File: config.mk
export PLATFORM = sky130hd
export DESIGN_NAME = video_core_arbiter
export DESIGN_NICKNAME = d
export VERILOG_FILES = /design/src/rtl/video_core_arbiter.sv
export SDC_FILE = /design/constraint.sdc
export NUM_CORES = 1
export LEC_CHECK = 0
export ABC_AREA = 1
export CORE_ASPECT_RATIO = 0.8
export CORE_UTILIZATION = 34
export DETAILED_ROUTE_END_ITERATION = 12
export PLACE_DENSITY = 0.77
export SYNTH_ARGS = -nofsm -noshare
export SYNTH_HDL_FRONTEND = slang
export SYNTH_SLANG_ARGS = --single-unit
File: constraint.sdc
create_clock -name clk -period 1.8 [get_ports clk]
set_input_delay 0.18 -clock clk [delete_from_list [all_inputs] [get_ports clk]]
set_output_delay 0.18 -clock clk [all_outputs]
set_load 0.02 [all_outputs]
File: src/rtl/video_core_arbiter.sv
// Video core arbiter: forwards one of NUM_SRC pixel streams to a single
// registered sink and switches sources only on the target's start-of-frame.
//
// Ports:
//   clk, rst_n             clock, asynchronous active-low reset
//   cfg_sel                requested source (>= NUM_SRC means no request)
//   sink_stall             downstream stall, fanned out to src_stall
//   src_vld/sof/frame      per-source stream inputs
//   src_stall              per-source stall (all equal to sink_stall)
//   sink_vld, sink_frame   registered output stream (1-cycle latency)
//   active_sel             source currently forwarded
//   switch_done            one-cycle pulse after active_sel changes
//   timeout_err            forced-switch pulse (VIDEO_ARB_TIMEOUT_EN only)
//
// Build option: define VIDEO_ARB_TIMEOUT_EN to bound the start-of-frame
// wait to TIMEOUT unstalled cycles and add the timeout_err output.

package video_pkg;
  typedef struct packed {
    logic        hs;
    logic        vs;
    logic [11:0] rgb;
  } vga_frame_t;
endpackage

module video_core_arbiter
  import video_pkg::*;
#(
  parameter int NUM_SRC = 4,
  parameter int TIMEOUT = 1024
) (
  input  logic                       clk,
  input  logic                       rst_n,
  input  logic [$clog2(NUM_SRC)-1:0] cfg_sel,
  input  logic                       sink_stall,
  input  logic [NUM_SRC-1:0]         src_vld,
  input  logic [NUM_SRC-1:0]         src_sof,
  input  vga_frame_t                 src_frame [NUM_SRC],
  output logic [NUM_SRC-1:0]         src_stall,
  output logic                       sink_vld,
  output vga_frame_t                 sink_frame,
  output logic [$clog2(NUM_SRC)-1:0] active_sel,
`ifdef VIDEO_ARB_TIMEOUT_EN
  output logic                       timeout_err,
`endif
  output logic                       switch_done
);

  localparam int SW = $clog2(NUM_SRC);

  typedef enum logic {
    RUN,
    WAIT_SOF
  } state_t;

  state_t        state, state_nx;
  logic [SW-1:0] target, target_nx;
  logic [SW-1:0] active_nx;
  logic [SW-1:0] fwd;
  logic          take_tgt;
  logic          sw_nx;
  logic          cfg_ok;

`ifdef VIDEO_ARB_TIMEOUT_EN
  localparam int CW = (TIMEOUT > 2) ? $clog2(TIMEOUT) : 1;
  logic [CW-1:0] cnt, cnt_nx;
  logic          to_nx;
`endif

  assign cfg_ok = 32'(cfg_sel) < NUM_SRC;

  // State register and registered outputs.
  always_ff @(posedge clk or negedge rst_n) begin
    if (!rst_n) begin
      state       <= RUN;
      target      <= '0;
      active_sel  <= '0;
      sink_vld    <= 1'b0;
      switch_done <= 1'b0;
`ifdef VIDEO_ARB_TIMEOUT_EN
      cnt         <= '0;
      timeout_err <= 1'b0;
`endif
    end else begin
      state       <= state_nx;
      target      <= target_nx;
      active_sel  <= active_nx;
      // Pulses update even while stalled so they last one cycle.
      switch_done <= sw_nx;
`ifdef VIDEO_ARB_TIMEOUT_EN
      cnt         <= cnt_nx;
      timeout_err <= to_nx;
`endif
      if (!sink_stall) begin
        sink_vld <= src_vld[fwd];
      end
    end
  end

  // Payload carries no reset.
  always_ff @(posedge clk) begin
    if (!sink_stall) begin
      sink_frame <= src_frame[fwd];
    end
  end

  // Next-state logic; nothing advances while stalled.
  always_comb begin
    state_nx  = state;
    target_nx = target;
    active_nx = active_sel;
    take_tgt  = 1'b0;
    sw_nx     = 1'b0;
`ifdef VIDEO_ARB_TIMEOUT_EN
    cnt_nx    = cnt;
    to_nx     = 1'b0;
`endif
    if (!sink_stall) begin
      unique case (state)
        RUN: begin
          if (cfg_ok && cfg_sel != active_sel) begin
            target_nx = cfg_sel;
            state_nx  = WAIT_SOF;
`ifdef VIDEO_ARB_TIMEOUT_EN
            cnt_nx    = '0;
`endif
          end
        end
        WAIT_SOF: begin
          if (cfg_ok && cfg_sel == active_sel) begin
            state_nx = RUN;
`ifdef VIDEO_ARB_TIMEOUT_EN
            cnt_nx   = '0;
`endif
          end else if (cfg_ok && cfg_sel != target) begin
            target_nx = cfg_sel;
`ifdef VIDEO_ARB_TIMEOUT_EN
            cnt_nx    = '0;
`endif
          end else if (src_vld[target] && src_sof[target]) begin
            take_tgt  = 1'b1;
            active_nx = target;
            sw_nx     = 1'b1;
            state_nx  = RUN;
`ifdef VIDEO_ARB_TIMEOUT_EN
            cnt_nx    = '0;
`endif
          end
`ifdef VIDEO_ARB_TIMEOUT_EN
          else if (cnt == CW'(TIMEOUT - 1)) begin
            take_tgt  = 1'b1;
            active_nx = target;
            sw_nx     = 1'b1;
            to_nx     = 1'b1;
            state_nx  = RUN;
            cnt_nx    = '0;
          end else begin
            cnt_nx = cnt + 1'b1;
          end
`endif
        end
        default: state_nx = RUN;
      endcase
    end
  end

  // Output selection: the switch cycle already carries the target's pixel.
  always_comb begin
    fwd       = take_tgt ? target : active_sel;
    src_stall = {NUM_SRC{sink_stall}};
  end

endmodule
; After elaboration in Yosys (flattened, before gate mapping)
; Index checks and enable logic that the tools add are counted.
; W data, S select, Z words.
[totals]
register_bits = 21
latchBits = 0
ram_bits = 0
romBits = 0
in_bits = 69
output_inout_bits = 22
elab_cells = 49
mem_count = 0
[op_classes]
add_sub_neg = 0
mul = 0
div = 0
n_lt_le_gt_ge = 3
n_eq_ne = 6
n_shift = 0
mux = 24
bitwise_logic = 5
n_reduce_logical = 3
[ops]
columns = cell, n
row1 = $bmux W14 S2, 1
row2 = $mux W14, 2
row3 = $mux W1, 12
row4 = $mux W2, 4
row5 = $bmux W1 S2, 3
row6 = $lt A2 B3 Y1 const B, 2
row7 = $reduce_and A5 Y1, 1
row8 = $ne A2 B2 Y1, 2
row9 = $ne A2 B2 Y1 const B, 2
row10 = $not A1 Y1, 4
row11 = $pmux W2 S2, 1
row12 = $reduce_and A4 Y1, 1
row13 = $ge A3 B3 Y1 const B, 1
row14 = $not A2 Y3, 1
row15 = $eq A2 B2 Y1, 1
row16 = $ne A2 B1 Y1 const B, 1
row17 = $pmux W1 S2, 1
row18 = $logic_and A1 B1 Y1, 1

; Logic depth before layout (Yosys ltp)
[logic_depth]
word_depth = 13
mapped_depth = 15
mapped_depth_nobuf = 14

; Worst setup path after synthesis
; Ideal clock, no wire load.
[synth_timing]
path_type = register -> register
from = reg active_sel[0]
to = reg sink_frame[10] (netlist name), data pin
setup_ps = 255
arrival_ps = 1706
required_ps = 1545
setup_slack_ps = -161
stages_incl_launch_ff = 14
n_path_buf = 2
synth_period_minus_slack_ps = 1961
cell_sequence = dfrtp_1 > inv_1 > nand2_1 > nand2_1 > nand2_1 > nand2_1 > nor2_4 > nand3_2 > nand2_4 > inv_4 > buf_8 > buf_12 > o21ai_2 > o21ai_2
[synth_via]
elab_chain_len = 9
[synth_lines]
columns = item, line_no
row1 = "start, declared", 42  ; output logic [$clog2(NUM_SRC)-1:0] active_sel,
row2 = "start signal, assigned", 87  ; active_sel <= active_nx;
row3 = $eq A2 B2 Y1, 130  ; if (cfg_ok && cfg_sel == active_sel) begin
row4 = $mux W1, 130
row5 = $mux W1, 119  ; unique case (state)
row6 = $mux W1, 118  ; if (!sink_stall) begin
row7 = $mux W2 (*), 169  ; fwd = take_tgt ? target : active_sel;
row8 = $not A2 Y3 (not written as such) (*), 103  ; sink_frame <= src_frame[fwd];
row9 = $bmux W14 S2 (*), 103
row10 = $mux W14 (not written as such) (*) (2 in series), 103
row11 = "end signal, assigned", 103
row12 = "end, declared", 41  ; output vga_frame_t sink_frame,
; Every way passes the cells marked *; elsewhere a longest branch is shown, timed or not. The select of a mux whose other input is x is not followed.
; A chain may end at the register's enable or synchronous reset.

; Final worst setup path
[layout_timing]
from = reg target[0]
to = reg sink_frame[6] (netlist name), data pin
[layout_via]
elab_chain_len = 13
word_cells_on_any_way = 16
classes_between = eq/ne: 1 / mux: 13 / bitwise: 1 / reduce/logical: 1
[layout_lines]
columns = item, line_no
row1 = "start, declared", 57  ; logic [SW-1:0] target, target_nx;
row2 = "start signal, assigned", 86  ; target <= target_nx;
row3 = $bmux W1 S2, 140  ; end else if (src_vld[target] && src_sof[target]) begin
row4 = $mux W1 (not written as such), 140
row5 = $logic_and A1 B1 Y1, 140
row6 = $mux W1, 140
row7 = $mux W1, 135  ; end else if (cfg_ok && cfg_sel != target) begin
row8 = $mux W1, 130
row9 = $mux W1, 119
row10 = $mux W1, 118
row11 = $mux W2 (*), 169
row12 = $not A2 Y3 (not written as such) (*), 103
row13 = $bmux W14 S2 (*), 103
row14 = $mux W14 (not written as such) (*) (2 in series), 103
; Marks and branches as above.

==> impl_metrics.toml <==
[global_routing]
grt_pass1_vias = 1502
grt-ovfl-total = 0
antenna_found_initial = 0
grt_pass1_wl_um = 6840
grt_max_degree = 18
grt_use_total_pct = 19.3

[finish]
drive_above_1_share_pct = 31.1
area_growth_pct = 96.5
fin_nets = 388
n_antenna_cell = 0
stdcell_area_um2 = 2940
n_fill_cell = 305

[synth]
seq_area_frac_synth_pct = 39.8
syn_inst = 194
ys_ff_latch = 21
synth_warnings = 0
yosysUniqueCellTypes = 22
synth.cell_area_um2 = 1500
syn_avg_cell_area_um2 = 7.72
syn-num-nets = 263

[critical_path]
path_cells = "buf_6 > nand3_2 > nand3_1 > nand2_2 > inv_4 > nand2_4 > nand2_4 > nand2_4 > inv_8 > buf_12 > nand2_1 > nand2_1 > nand2_1 > o21ai_2"
crit_type = "reg2reg"
crit_required_ns = 1.83
cp_top_family = "simple AND/OR/NAND/NOR gates"
rr_endpoint = "sink_frame[6]"
startpoint_type = "flip-flop"
path_buf_inv = 4
crit_arrival_ns = 1.91
critPathMaxFanout = 7
reg2regPathDepth = 14
r2r_start = "target[0]"
cp_slowest_cell = "dfrtp_2"
rrSetupSlack_ns = -0.08
end_kind = "flip-flop"
max_stage_delay_ns = 0.47

[timing]
relSlewSlack_pct = 76.9
fin_skew_ns = 0.00272
fin_crit_ns = 1.88
fin_ws_ns = -0.0848
slew_viol_final = 0
timing.fmax_ghz = 0.531
finalSetupViolCount = 15
finalCritPeriodShare_pct = 105
hold_violations = 0
rsz0062_at_grt = "true"
worst_slew_pin_slew_ns = 0.345

[run]
maxCapViolations = 0

[clocking]
cts_htree_levels = 1
clock_latency_ns = 0.26
cts_buffers = 3
clk_pin_slew_ns = 0.08
clock_path_buffers = 2
root_buffer = "clkbuf_8"
tritoncts = "done"
numClockSinks = 21

[floorplanning]
ios = 91
die_h_um = 61.4
dieArea_um2 = 4680
fp.dieW_um = 76.2
core-area_um2 = 4200
rows = 21
initial_utilization_pct = 35.6

[placement]
place_congestion = 0.852
place_hpwl_um = 3320
port_buffers = 90
placed_area_um2 = 2570

[pwr]
total_power_mw = 3.90
ir_drop_uv = 730
powerDensity_nw_per_um2 = 1330
leakage_nw = 1.31

[route]
route.detailed.drc = 0
drt-initial-drc-count = 106
ant_nets = 0
routed_wl_um = 5010
wl_per_cell_um = 13.4
vias_per_cell = 4.63
drt_first_pass_iters = 4
via_count = 1736

[status]
failed_checks = "setup timing"
outcome = "finished, violations left"

[min_path]
min_path_type = "in2async"
-- cells in the mapped netlist, drive strengths merged --
| library cell | n | area, µm² |
|---|---|---|
| a21oi | 1 | 8.76 |
| buf | 12 | 116 |
| dfrtp | 7 | 175 |
| edfxtp | 14 | 420 |
| inv | 15 | 58.8 |
| nand2 | 82 | 330 |
| nand3 | 14 | 80.1 |
| nor2 | 16 | 70.1 |
| o21ai | 32 | 231 |
| o22ai | 1 | 6.26 |
-- per-stage QoR --
stage	cells	setup TNS, ns	setup WS (ns)	hold slack, ns	utilization (%)
after floorplan	194	-0.278	-0.0331	-0.116	-
after global placement	352	-4.80	-0.447	0.468	61.1
after detailed placement	352	-5.11	-0.480	0.475	61.1
after CTS	364	-0.167	-0.0233	0.186	64.2
after global routing	375	-2.09	-0.161	0.202	70.0
final	375	-0.781	-0.0848	0.178	70.0
-- final cells by class --
| cell class | count | area [µm²] | area share [%] |
|---|---|---|---|
| repair buffers | 132 | 1350 | 45.7 |
| flip-flops and latches | 21 | 599 | 20.4 |
| multi-input cells | 146 | 813 | 27.6 |
| inverters | 15 | 68.8 | 2.34 |
| clock buffers | 4 | 45.0 | 1.53 |
| well taps | 57 | 71.3 | 2.42 |
-- cell usage in the layout (no fill, tap or decap) --
cell / synthesis / routed
inv_4: 1 / 2
inv_2: 2 / 3
inv_1: 12 / 9
o21ai_4: 0 / 3
nand2_4: 3 / 5
nand2_1: 79 / 65
inv_8: 0 / 1
o21ai_0: 8 / 3
dfrtp_2: 0 / 3
buf_6: 3 / 5
nor2_2: 1 / 1
nor2_4: 1 / 1
o21ai_1: 5 / 9
nand2_2: 0 / 12
edfxtp_1: 14 / 14
a21oi_2: 1 / 1
o22ai_1: 1 / 1
clkdlybuf4s50_1: 0 / 90
buf_8: 1 / 1
nand3_2: 2 / 5
dfrtp_1: 7 / 4
clkbuf_8: 0 / 3
o21ai_2: 19 / 17
buf_12: 1 / 4
buf_4: 5 / 29
nand3_1: 12 / 9
clkbuf_16: 0 / 3
clkbuf_1: 0 / 1
nor2_1: 14 / 14
-- where the power goes --
part           switching [mW]  internal [mW]
logic                    1.33           1.41
registers              0.0812          0.752
clock network           0.163          0.158
-- cell families (layout without fill, tap and decap cells) --
kind of cell    count (synthesis)  count (layout)  share of synthesized area (%)
flops                          21              21                           39.8
compound gates                 34              34                           16.5
simple gates                  112             112                           32.1
buf+inv                        27             151                           11.7
-- worst max path at each step --
stage | start | endpoint | slack [ns] | cells past startpoint
5_1_grt | target[0] | sink_frame[6] | -0.16 | 14
4_1_cts | target[0] | sink_frame[0] | -0.02 | 14
3_3_place_gp | cfg_sel[0] | sink_frame[11] | -0.45 | 11
6_report | target[0] | sink_frame[6] | -0.08 | 14
3_5_place_dp | cfg_sel[0] | sink_frame[11] | -0.48 | 11
2_1_floorplan | active_sel[0] | sink_frame[10] | -0.03 | 13
-- registers in the layout, summed over array words and instances (netlist names) --
| register | flops |
|---|---|
| sink_frame | 14 |
| active_sel | 2 |
| target | 2 |
| sink_vld | 1 |
| state | 1 |
| switch_done | 1 |
-- timing repair --
action                     CTS  global route
hold buffers                 0             0
setup endpoints to repair   15            16
setup buffers                8             8
pin swaps                    5            10
resized for setup            9            32
cloned                       0             3
-- per-layer routing --
metal  GRT usage [%]  share of wire, %  vias to the layer above
li1                -                 -                      875
met1            24.3                43                      775
met2            33.7                48                       80
met3            5.04               7.7                        6
met4            4.95               1.4                        0
met5               0                 0                        -
(Power assumes the default switching activity.)
